$ cat config.mk
export PLATFORM = sky130hd
export DESIGN_NAME = dl_reset_seq
export DESIGN_NICKNAME = d
export VERILOG_FILES = /design/src/rtl/dl_reset_pkg.sv /design/src/rtl/dl_sync.sv /design/src/rtl/dl_reset_seq.sv
export SDC_FILE = /design/constraint.sdc
export NUM_CORES = 1
export LEC_CHECK = 0
export CAP_MARGIN = 15
export CORE_MARGIN = 1.5
export CORE_UTILIZATION = 50
export CTS_BUF_LIST = sky130_fd_sc_hd__clkbuf_2
export CTS_CLUSTER_DIAMETER = 50
export DETAILED_ROUTE_END_ITERATION = 8
export PLACE_DENSITY = 0.82
export SLEW_MARGIN = 20
export SYNTH_ARGS = -nofsm -noshare
export SYNTH_HDL_FRONTEND = slang
export SYNTH_SLANG_ARGS = --single-unit
$ cat constraint.sdc
create_clock -name clk_sys -period 4.77 [get_ports clk_sys]
set_input_delay 0.954 -clock clk_sys [delete_from_list [all_inputs] [get_ports clk_sys]]
set_output_delay 0.954 -clock clk_sys [all_outputs]
set_load 0.005 [all_outputs]
$ cat src/rtl/dl_reset_pkg.sv
// Shared types and constants for the download-gated reset sequencer.
// Holds the FSM state encoding and the counter/index widths.
package dl_reset_pkg;

    localparam int CNT_W = 8;
    localparam int IDX_W = 8;

    typedef enum logic [1:0] {
        S_PLL  = 2'd0,
        S_LOAD = 2'd1,
        S_HOLD = 2'd2,
        S_RUN  = 2'd3
    } state_t;

    function automatic logic [CNT_W-1:0] sat_inc(input logic [CNT_W-1:0] v);
        return (v == '1) ? v : v + 1'b1;
    endfunction

endpackage

$ cat src/rtl/dl_sync.sv
// Multi-flop synchroniser for an asynchronous level, depth SYNC_STAGES.
// Output is the oldest stage; all stages clear on reset.
module dl_sync #(
    parameter int SYNC_STAGES = 2
) (
    input  logic clk_sys,
    input  logic res_n,
    input  logic async_i,
    output logic sync_o
);

    logic [SYNC_STAGES-1:0] sync_q;

    always_ff @(posedge clk_sys or negedge res_n) begin
        if (!res_n) begin
            sync_q <= '0;
        end else begin
            sync_q <= (sync_q << 1) | SYNC_STAGES'(async_i);
        end
    end

    assign sync_o = sync_q[SYNC_STAGES-1];

endmodule

$ cat src/rtl/dl_reset_seq.sv
// Core reset sequencer: waits for PLL lock and required image downloads, then stretches reset.
// Optional macro DL_HOLD_EN: a required-image download starting in S_RUN drops back to S_LOAD.
//
// state  | meaning
// S_PLL  | waiting for synchronised PLL lock
// S_LOAD | waiting for all REQ_MASK images and no download in progress
// S_HOLD | stretching reset for HOLD_CYC clocks after the last request
// S_RUN  | core out of reset
module dl_reset_seq
    import dl_reset_pkg::*;
#(
    parameter int               N_SRC       = 3,
    parameter int               N_IMG       = 3,
    parameter logic [N_IMG-1:0] REQ_MASK    = 'b001,
    parameter int               HOLD_CYC    = 16,
    parameter int               SYNC_STAGES = 2
) (
    input  logic               clk_sys,
    input  logic               res_n,
    input  logic               pll_locked,
    input  logic [N_SRC-1:0]   rst_req,
    input  logic [N_IMG-1:0]   unl_req,
    input  logic               ioctl_download,
    input  logic [IDX_W-1:0]   ioctl_index,
    output logic               core_reset,
    output logic [N_IMG-1:0]   img_loaded,
    output logic [1:0]         state,
    output logic [CNT_W-1:0]   reset_cnt
);

    localparam logic [CNT_W-1:0] HOLD_RELOAD = CNT_W'(HOLD_CYC - 1);

    logic             lock_s;
    state_t           state_q;
    logic [CNT_W-1:0] cnt_q;
    logic             core_reset_q;
    logic [CNT_W-1:0] reset_cnt_q;
    logic [N_IMG-1:0] img_loaded_q;
    logic [N_IMG-1:0] img_loaded_d;
    logic [N_IMG-1:0] set_vec;
    logic [N_IMG-1:0] rise_clr;
    logic             dl_prev_q;
    logic             dl_armed_q;
    logic [IDX_W-1:0] dl_idx_q;
    logic             dl_rise;
    logic             dl_fall;
    logic             req_ok;
    logic             req_lost;

    dl_sync #(
        .SYNC_STAGES(SYNC_STAGES)
    ) u_lock_sync (
        .clk_sys(clk_sys),
        .res_n  (res_n),
        .async_i(pll_locked),
        .sync_o (lock_s)
    );

    assign dl_rise = ioctl_download & ~dl_prev_q;
    assign dl_fall = ~ioctl_download & dl_prev_q;

    // dl_prev_q resets high so a download already running at reset release
    // never looks like a fresh rising edge; only armed downloads may set a flag.
    always_ff @(posedge clk_sys or negedge res_n) begin
        if (!res_n) begin
            dl_prev_q  <= 1'b1;
            dl_armed_q <= 1'b0;
            dl_idx_q   <= '0;
        end else begin
            dl_prev_q <= ioctl_download;
            if (dl_rise) begin
                dl_idx_q   <= ioctl_index;
                dl_armed_q <= 1'b1;
            end else if (dl_fall) begin
                dl_armed_q <= 1'b0;
            end
        end
    end

    always_comb begin
        set_vec = '0;
        for (int i = 0; i < N_IMG; i++) begin
            if (dl_fall && dl_armed_q && (dl_idx_q == IDX_W'(i))) begin
                set_vec[i] = 1'b1;
            end
        end
    end

    always_comb begin
        rise_clr = '0;
`ifdef DL_HOLD_EN
        for (int i = 0; i < N_IMG; i++) begin
            if ((state_q == S_RUN) && dl_rise && REQ_MASK[i] &&
                (ioctl_index == IDX_W'(i))) begin
                rise_clr[i] = 1'b1;
            end
        end
`endif
    end

    // Clears win over a coincident set.
    assign img_loaded_d = (img_loaded_q | set_vec) & ~unl_req & ~rise_clr;

    always_ff @(posedge clk_sys or negedge res_n) begin
        if (!res_n) begin
            img_loaded_q <= '0;
        end else begin
            img_loaded_q <= img_loaded_d;
        end
    end

    assign req_ok   = ((img_loaded_q & REQ_MASK) == REQ_MASK);
    assign req_lost = ((img_loaded_d & REQ_MASK) != REQ_MASK);

    always_ff @(posedge clk_sys or negedge res_n) begin
        if (!res_n) begin
            state_q      <= S_PLL;
            cnt_q        <= '0;
            core_reset_q <= 1'b1;
            reset_cnt_q  <= '0;
        end else begin
            core_reset_q <= (state_q != S_RUN);
            if (!lock_s) begin
                state_q <= S_PLL;
                cnt_q   <= '0;
            end else begin
                case (state_q)
                    S_PLL: begin
                        state_q <= S_LOAD;
                    end
                    S_LOAD: begin
                        if (req_ok && !ioctl_download) begin
                            state_q <= S_HOLD;
                            cnt_q   <= HOLD_RELOAD;
                        end
                    end
                    S_HOLD: begin
                        if (|rst_req) begin
                            cnt_q <= HOLD_RELOAD;
                        end else if (cnt_q == '0) begin
                            state_q <= S_RUN;
                        end else begin
                            cnt_q <= cnt_q - 1'b1;
                        end
                    end
                    S_RUN: begin
                        // A lost required image outranks a plain reset request.
                        if (req_lost) begin
                            state_q <= S_LOAD;
                        end else if (|rst_req) begin
                            state_q     <= S_HOLD;
                            cnt_q       <= HOLD_RELOAD;
                            reset_cnt_q <= sat_inc(reset_cnt_q);
                        end
                    end
                    default: begin
                        state_q <= S_PLL;
                    end
                endcase
            end
        end
    end

    assign core_reset = core_reset_q;
    assign img_loaded = img_loaded_q;
    assign state      = state_q;
    assign reset_cnt  = reset_cnt_q;

endmodule

# [Word level (Yosys, flattened, before mapping)]
# Index checks and enable logic that the tools add are counted.
[classes] n_reduce_logical=14 mux=19 eq_ne=15 addsub=2 bitwise=9
[op_table] op="two-way mux 8 bit" n=6
[op_table] op="case mux 8 bit (3 select lines)" n=1
[op_table] op="logical NOT 8 bit" n=2
[op_table] op="!= test 3 bit (second input constant)" n=5
[op_table] op="two-way mux 2 bit" n=6
[op_table] op="!= test 4 bit (second input constant)" n=3
[op_table] op="AND reduction 5 bit" n=2
[op_table] op="adder 8 x 1 -> 8 bit (second input constant)" n=1
[op_table] op="equality test 8 x 1 -> 1 bit (second input constant)" n=1
[op_table] op="equality test 8 x 2 -> 1 bit (second input constant)" n=1
[op_table] op="equality test 8 bit (second input constant)" n=1
[op_table] op="case mux 2 bit (4 select lines)" n=1
[op_table] op="subtractor 8 x 1 -> 8 bit (second input constant)" n=1
[op_table] op="logical AND 1 bit" n=5
[op_table] op="two-way mux 1 bit" n=5
[op_table] op="equality test 2 bit (second input constant)" n=2
[op_table] op="AND reduction 4 bit" n=1
[op_table] op="bitwise AND 3 bit" n=1
[op_table] op="NOT 1 bit" n=3
[op_table] op="NOT 3 bit" n=1
[op_table] op="bitwise OR 3 bit" n=1
[op_table] op="OR reduction 3 bit" n=1
[op_table] op="bitwise AND 1 bit" n=2
[op_table] op="equality test 2 x 1 -> 1 bit (second input constant)" n=1
[op_table] op="5 further kinds" n=5
[totals] inputBits=18 out_inout_bits=14 ff_bits=34

# [Logic depth before layout (Yosys ltp)]
# Gate-level depths: netlist (run 1).
[logic_depth] word_depth=10 mapped_depth=8 ltp_nobuf=7

# [Cells and area by module]
# From an unflattened synthesis (run 1), not the netlist that was laid out.
[hier_totals] hier_cells=143 area_unflattened_um2=1659.1
[by_module_without_submodules] module="dl_reset_seq" area_per_inst_um2=1609.0 cells_per_inst=141 n_inst=1
[by_module_without_submodules] module="dl_sync" area_per_inst_um2=50.0 cells_per_inst=2 n_inst=1

# [Worst setup path before layout (run 1)]
# No wires, ideal clock.
[synth_timing] path_kind="input port to flip-flop" from="input ioctl_download" to="register reset_cnt_q[1] (netlist: reset_cnt[1])" setup_slack_ns=2.149 t_arrival_ns=2.493 stages=6 path_buffers=0 required_ns=4.643 setup_time_ns=0.127 cell_sequence="inv_1 > ha_1 > nor4bb_1 > nand3_1 > a211oi_2 > mux2_1"
[synth_via] elab_chain_len=8
[synth_lines] element="start, declared" line="dl_reset_seq.sv:23" rtl="input logic ioctl_download,"
[synth_lines] element="NOT 1 bit" line="dl_reset_seq.sv:60" rtl="assign dl_fall = ~ioctl_download & dl_prev_q;"
[synth_lines] element="bitwise AND 1 bit" line="dl_reset_seq.sv:60"
[synth_lines] element="logical AND 1 bit (2 in series)" line="dl_reset_seq.sv:83" rtl="if (dl_fall && dl_armed_q && (dl_idx_q == IDX_W'(i))) begin"
[synth_lines] element="two-way mux 1 bit" line="dl_reset_seq.sv:83"
[synth_lines] element="bitwise OR 3 bit" line="dl_reset_seq.sv:102" rtl="assign img_loaded_d = (img_loaded_q | set_vec) & ~unl_req & ~rise_clr;"
[synth_lines] element="bitwise AND 3 bit" line="dl_reset_seq.sv:102"
[synth_lines] element="AND reduction 5 bit (no line)"
[synth_lines] element="end signal, assigned" line="dl_reset_seq.sv:153" rtl="reset_cnt_q <= sat_inc(reset_cnt_q);"
[synth_lines] element="end, declared" line="dl_reset_seq.sv:37" rtl="logic [CNT_W-1:0] reset_cnt_q;"
# Every way passes these cells.
# A chain may end at the register's enable or synchronous reset.

# [Worst setup path in the final report (run 1)]
[layout_timing] from="input ioctl_download" to="register reset_cnt_q[4] (netlist: reset_cnt[4])"
# Same word-level chain as after synthesis.

==> key figures, run 1 <==
Clocking
  – Reg clk slew, reported paths: 150 ps
  – Library cell used as clock root buffer: clkbuf_2
  – Worst-Skew Late Latency: 360 ps
  – # Post-CTS Setup Buffers: 0
  – Total of hold buffers inserted after clock tree synthesis: 0
  – Clock tree from TritonCTS: built
  – Number of buffers on the longest clock path: 2
  – Number of buffers added by the clock tree synthesis step: 5
  – Level count of the clock H-tree: 2
  – Number of clock sinks seen by CTS: 34
  – Total of cells resized after clock tree synthesis: 0

Place
  – PortBufs: 31
  – HPWL after detailed placement: about 2500 um
  – Final GP Congestion: 0.842
  – Number of placed cells counting well taps: 220

Power and ir drop
  – Sequential fraction of design power: 0.636
  – Highest ir drop seen on vdd: 0.168 mV
  – Fraction of power consumed by combinational cells: 0.092
  – Fraction of power consumed by the clock network: 0.272
  – Leakage power figure: 0.885 nW
  – Switching part of the total power: 0.240
  – Net load switching power: approximately 120 uW
  – Power density over the cells: 239 nW/um^2
  – Internal power component: 372 uW

Global route
  – Maximum number of pins on one net before global-route repair: 35
  – Wire length of the first global-routing pass: around 5800 um
  – Final global-route overflow total: 0
  – Total track usage: 0.215
  – Number of antenna violations at the first check in global routing: 0
  – Via count of the first global-routing pass: 1,338

Drt
  – Vias: 1,284
  – Post-DR vias/cell: 5.63
  – Antenna-violating nets left: 0
  – First-pass iteration count of the detailed router: 5
  – Drt total wl: roughly 3400 um
  – Drt wl/cell: 15.0 um
  – Initial DRC count: 46
  – DRC violation count after routing: 0

Yosys
  – Mean area per synthesized cell: 11.1 um^2
  – Mapped Nets: between 150 and 200
  – Top flip-flop cell by instance count after synthesis: dfrtp_1
  – Sequential area share after synthesis: 0.510
  – Cell with the most instances after synthesis: dfrtp_1
  – Synth area leader: dfrtp_1
  – Top cells by instance count after synthesis: dfrtp_1, nand2_1, inv_1, mux2_2, nor2_1
  – Number of standard cells after synthesis: 150
  – Post-synth EDFFs: 0
  – Post-synth design cell area: roughly 1700 um^2
  – Fraction of synthesized cell area taken by the top area cell type: 0.479
  – Number of distinct library cells after synthesis: 46
  – Register bit count reported by yosys: 34
  – Count of yosys warnings during synthesis: 0
  – Cell types occupying the most area after synthesis: dfrtp_1, mux2_2, ha_1, dfstp_2, xnor2_1
  – Async set-or-reset flop fraction in the synthesized netlist: 1.00

Setup path
  – Element type at the critical path end: flop
  – CP peak stage delay: 590 ps
  – CP Data Required Time: 5050 ps
  – Buffers & Inverters on Critical Path: 2
  – Critical path type: in -> reg
  – Data arrival time at the worst-slack endpoint: 3350 ps
  – Worst path cell trace: clkdlybuf4s50_1 > inv_1 > ha_1 > nor4bb_1 > nand3_1 > a211oi_2 > nand4_1 > xnor2_1
  – Largest fanout of any net on the critical path: 8
  – Crit path max-delay family: simple AND/OR/NAND/NOR gates
  – Critical Path Slowest Stage Cell: a211oi_2
  – Critical Path Source Type: input port
  – Setup slack on the worst flop-to-flop path: 2310 ps

STA
  – Setup repair after global routing missed its margin: false
  – Setup TNS: 0 ps
  – Transition time at the pin with the least slew margin: 579 ps
  – Setup skew after layout: 5.60 ps
  – Minimum clock period: 3070 ps
  – Final setup vio count: 0
  – Final period util: 0.645
  – Slew Limit Headroom: 0.613
  – Highest achievable clock rate: between 0.3 and 0.4 GHz
  – Slew Viols, Final: 0
  – Number of hold violations in the final report: 0

Floorplan
  – Rows: 20
  – DIE HEIGHT: 60.8 um
  – Die footprint: 3700 um^2
  – Standard cell core area: 3100 um^2
  – Initial core utilization: 0.539
  – Count of boundary I/O pins: 32
  – Horiz. Die Dim: 60.8 um

Worst hold path
  – Type of the tightest min-delay check: reg -> reg

Cells and area
  – Nets@finish: 206
  – Layout-stage area growth over the synthesis result: 22.7%
  – Number of cells in the finished layout apart from fillers: around 230
  – Antenna cells: 0
  – Fraction of layout cells with a size suffix above 1: 0.163

Status
  – Status: complete, no violations

Flow run
  – Maxcap violations: 0
## cells in the final DEF, fill, tap and decap left out, drive strengths merged, types with 5 or more instances in the layout
cell and instances:
inv 8, clkbuf 8, ha 5, dfrtp 32, clkdlybuf4s50 31, xnor2 6
nor2 8, mux2 9, nor4 5, nor3 5, a21oi 5, nand4 5
nand2 11
## cell type report
type,count,area [um^2]
Inverter,8,30.0
Multi-Input combinational cell,102,754
Sequential cell,34,853
Timing Repair Buffer,32,318
Clock buffer,8,40.0
Fill cell,278,1050
Tap cell,44,55.1
## layer usage
metal | part of all wire | vias up | track usage
met5 | 0 | - | 0
met4 | 0.011 | 0 | 0.0932
met3 | 0.055 | 6 | 0.0490
met2 | 0.50 | 40 | 0.369
met1 | 0.43 | 621 | 0.260
li1 | - | 617 | -
## worst register-to-register path: cells and delay by family (launching register included)
kind	cells	cell delay, ps
compound gates	1	590
xor+xnor	1	220
fa+ha+maj	1	130
flops	1	560
simple gates	3	890
## worst paths after layout
path | start | end | depth (start not counted)
min in group asynchronous | res_n | dl_idx_q[0] | 2
hold reg to reg | u_lock_sync.sync_q[0] | u_lock_sync.sync_q[1] | 0
hold / removal | u_lock_sync.sync_q[0] | u_lock_sync.sync_q[1] | 0
max in group asynchronous | res_n | core_reset | 2
setup reg to reg | dl_prev_q | reset_cnt[4] | 6
setup / recovery | ioctl_download | reset_cnt[4] | 8
## cell families (layout without fill, tap and decap cells)
| logic type | Yosys count | in the layout | share of synthesized area |
|---|---|---|---|
| buffers and inverters | 14 | 48 | 0.0382 |
| AND/OR/NAND/NOR | 55 | 55 | 0.194 |
| multiplexers | 9 | 9 | 0.0606 |
| adder cells (fa/ha/maj) | 5 | 5 | 0.0374 |
| flip-flops | 34 | 34 | 0.510 |
| AO/OA/AOI/OAI | 26 | 26 | 0.123 |
| XOR/XNOR | 7 | 7 | 0.0367 |
## stage by stage
step / utilization / power, mW / hold slack, ps / setup slack [ps] / area, um^2
5_1_grt: 0.661 / 0.511 / 410 / 1490 / 2050
3_3_place_gp: 0.648 / 0.361 / 333 / 1440 / 2010
2_1_floorplan: - / 0.334 / 331 / 2150 / 1670
3_5_place_dp: 0.648 / 0.363 / 350 / 1300 / 2010
4_1_cts: 0.661 / 0.493 / 386 / 1680 / 2050
6_report: 0.661 / 0.490 / 378 / 1700 / 2050
## sequential cells by signal, indices dropped and copies added, names as in the netlist
| signal | cells |
|---|---|
| cnt_q | 8 |
| dl_idx_q | 8 |
| reset_cnt | 8 |
| img_loaded | 3 |
| state | 2 |
| u_lock_sync.sync_q | 2 |
| core_reset | 1 |
| dl_armed_q | 1 |
| dl_prev_q | 1 |
## power by group through the flow
stage,Combinational (mW),Clock [mW],Sequential (mW)
final,0.0452,0.133,0.311
after global routing,0.0504,0.147,0.314
after CTS,0.0460,0.135,0.312
after detailed placement,0.0459,0,0.317
after global placement,0.0446,0,0.316
after floorplan,0.0201,0,0.314
Note: power is estimated with default switching activity, not from simulation.
==> run 2: changes to the inputs <==
==> constraint.sdc (replaced) <==
create_clock -name clk_sys -period 2.9 [get_ports clk_sys]
set_input_delay 0.58 -clock clk_sys [delete_from_list [all_inputs] [get_ports clk_sys]]
set_output_delay 0.58 -clock clk_sys [all_outputs]
set_load 0.005 [all_outputs]
==> key figures, run 2 (same netlist as run 1, synthesis figures left out) <==
Status
  – Status: complete, no violations

STA
  – Final period util: 0.835
  – Transition time at the pin with the least slew margin: 512 ps
  – Slew Limit Headroom: 0.655
  – Setup TNS: 0 ps
  – Minimum clock period: approximately 2400 ps
  – Setup skew after layout: 12.8 ps
  – Slew Viols, Final: 0
  – Worst Hold Slack: 373 ps
  – Setup repair after global routing missed its margin: false
  – Final setup vio count: 0
  – Highest achievable clock rate: 0.413 GHz
  – Number of hold violations in the final report: 0

Setup path
  – Largest fanout of any net on the critical path: 5
  – CP peak stage delay: around 480 ps
  – Worst path cell trace: clkdlybuf4s50_1 > inv_1 > ha_1 > nor4bb_1 > nand3_1 > o211ai_1 > a31oi_1 > a311oi_1
  – Data arrival time at the worst-slack endpoint: 2690 ps
  – Critical Path Source Type: input port
  – Critical Path Slowest Stage Cell: o211ai_1
  – Element type at the critical path end: flop
  – CP Data Required Time: 3170 ps
  – Critical path type: in -> reg

Place
  – Final GP Congestion: slightly above 0.9
  – HPWL after detailed placement: about 2500 um
  – PortBufs: 31
  – Cell Area, Placed: 2030 um^2

Floorplan
  – DIE HEIGHT: 60.8 um
  – Count of boundary I/O pins: 32
  – Horiz. Die Dim: 60.8 um
  – Die footprint: ~3700 um^2
  – Standard cell core area: 3100 um^2
  – Rows: 20
  – Initial core utilization: 0.539

Clocking
  – Total of cells resized after clock tree synthesis: 0
  – Number of buffers on the longest clock path: 2
  – # Post-CTS Setup Buffers: 0
  – Worst-Skew Late Latency: 370 ps
  – Number of buffers added by the clock tree synthesis step: 5
  – Level count of the clock H-tree: 2
  – Clock tree from TritonCTS: built
  – Reg clk slew, reported paths: 160 ps
  – Total of hold buffers inserted after clock tree synthesis: 0
  – Number of clock sinks seen by CTS: 34
  – Library cell used as clock root buffer: clkbuf_2

Cells and area
  – Highest-count cells in the layout ignoring fill and taps: dfrtp_1, clkdlybuf4s50_1, nand2_1
  – Nets@finish: around 210
  – Layout-stage area growth over the synthesis result: 24.0%
  – Fraction of layout cells with a size suffix above 1: 0.171
  – Antenna cells: 0
  – Final core area utilization: 0.668
  – Count of filler cells inserted in the layout: 261
  – Commonest non-fill, non-tap cell in the layout: dfrtp_1
  – Final cell area excluding filler cells: 2070 um^2

Drt
  – Post-DR vias/cell: 5.77
  – Highest metal layer with signal wires: met4
  – First-pass iteration count of the detailed router: 8
  – Drt total wl: roughly 3400 um
  – Vias: 1,332
  – M1 wire length: around 1500 um
  – Total met2 wirelength after detailed routing: approximately 1700 um
  – Antenna-violating nets left: 0
  – Drt wl/cell: between 10 and 15 um
  – Length of routed met3 wiring: 224 um
  – Initial DRC count: 75
  – DRC violation count after routing: 0

Power and ir drop
  – Total power consumption of the routed design: 800 uW
  – Switching part of the total power: 0.242
  – Net load switching power: 193 uW
  – Sequential fraction of design power: 0.640
  – Fraction of power consumed by the clock network: 0.264
  – Fraction of power consumed by combinational cells: 0.096
  – Internal power component: between 600 and 700 uW
  – Power density over the cells: 386 nW/um^2
  – Leakage power figure: about 0.90 nW
  – Highest ir drop seen on vdd: 0.297 mV

Global route
  – Number of antenna violations at the first check in global routing: 0
  – Wire length of the first global-routing pass: 5620 um
  – Via count of the first global-routing pass: 1,332
  – Maximum number of pins on one net before global-route repair: 35
  – Total track usage: 0.208
  – Final global-route overflow total: 0

Flow run
  – Maxcap violations: 0

Worst hold path
  – Type of the tightest min-delay check: reg -> reg
[run 2: changes by cell type in the layout (fill, tap and decap cells not counted)]
cell	delta
buf_4	+3
clkbuf_2	-1
clkinv_1	+1
[run 2: final timing paths]
| kind | startpoint | to | cells after the start | slack [ps] |
|---|---|---|---|---|
| worst min-delay path | u_lock_sync.sync_q[0] | u_lock_sync.sync_q[1] | 0 | 370 |
| worst max-delay path | ioctl_download | cnt_q[2] | 8 | 480 |
| worst max register to register | dl_prev_q | cnt_q[2] | 6 | 640 |
| max in group asynchronous | res_n | dl_prev_q | 2 | 1960 |
| worst min register to register | u_lock_sync.sync_q[0] | u_lock_sync.sync_q[1] | 0 | 370 |
| min in group asynchronous | res_n | reset_cnt[5] | 2 | 590 |
[run 2: metal layers]
| layer | global-route usage | up-vias |
|---|---|---|
| li1 | - | 618 |
| met1 | 0.246 | 643 |
| met2 | 0.356 | 65 |
| met3 | 0.0597 | 6 |
| met4 | 0.0870 | 0 |
| met5 | 0 | - |
[run 2: final cells by class]
| cell class | count | area (um^2) | area share |
|---|---|---|---|
| Multi-Input combinational cell | 102 | 754 | 0.364 |
| Clock buffer | 7 | 35.0 | 0.0169 |
| Clock inverter | 1 | 3.75 | 0.00181 |
| Inverter | 8 | 30.0 | 0.0145 |
| Timing Repair Buffer | 35 | 340 | 0.164 |
| Sequential cell | 34 | 853 | 0.412 |
| Tap cell | 44 | 55.1 | 0.0266 |
[run 2: power by group through the flow]
| stage | Combinational, mW | Clock, mW | Sequential (mW) |
|---|---|---|---|
| 2_1_floorplan | 0.0330 | 0 | 0.516 |
| 3_3_place_gp | 0.0748 | 0 | 0.520 |
| 3_5_place_dp | 0.0780 | 0 | 0.521 |
| 4_1_cts | 0.0782 | 0.220 | 0.512 |
| 5_1_grt | 0.0850 | 0.237 | 0.516 |
| 6_report | 0.0770 | 0.211 | 0.512 |
[run 2: worst max-delay path, delay by kind of cell]
family          cells  cell delay, ps
compound gates      3             900
buf+inv             2             490
simple gates        2             590
fa+ha+maj           1             140
[run 2: per-stage QoR]
| step | instances | setup slack, ps |
|---|---|---|
| 6_report | 231 | 479 |
| 5_1_grt | 231 | 346 |
| 4_1_cts | 231 | 539 |
| 3_5_place_dp | 223 | 107 |
| 3_3_place_gp | 223 | 226 |
| 2_1_floorplan | 150 | 653 |
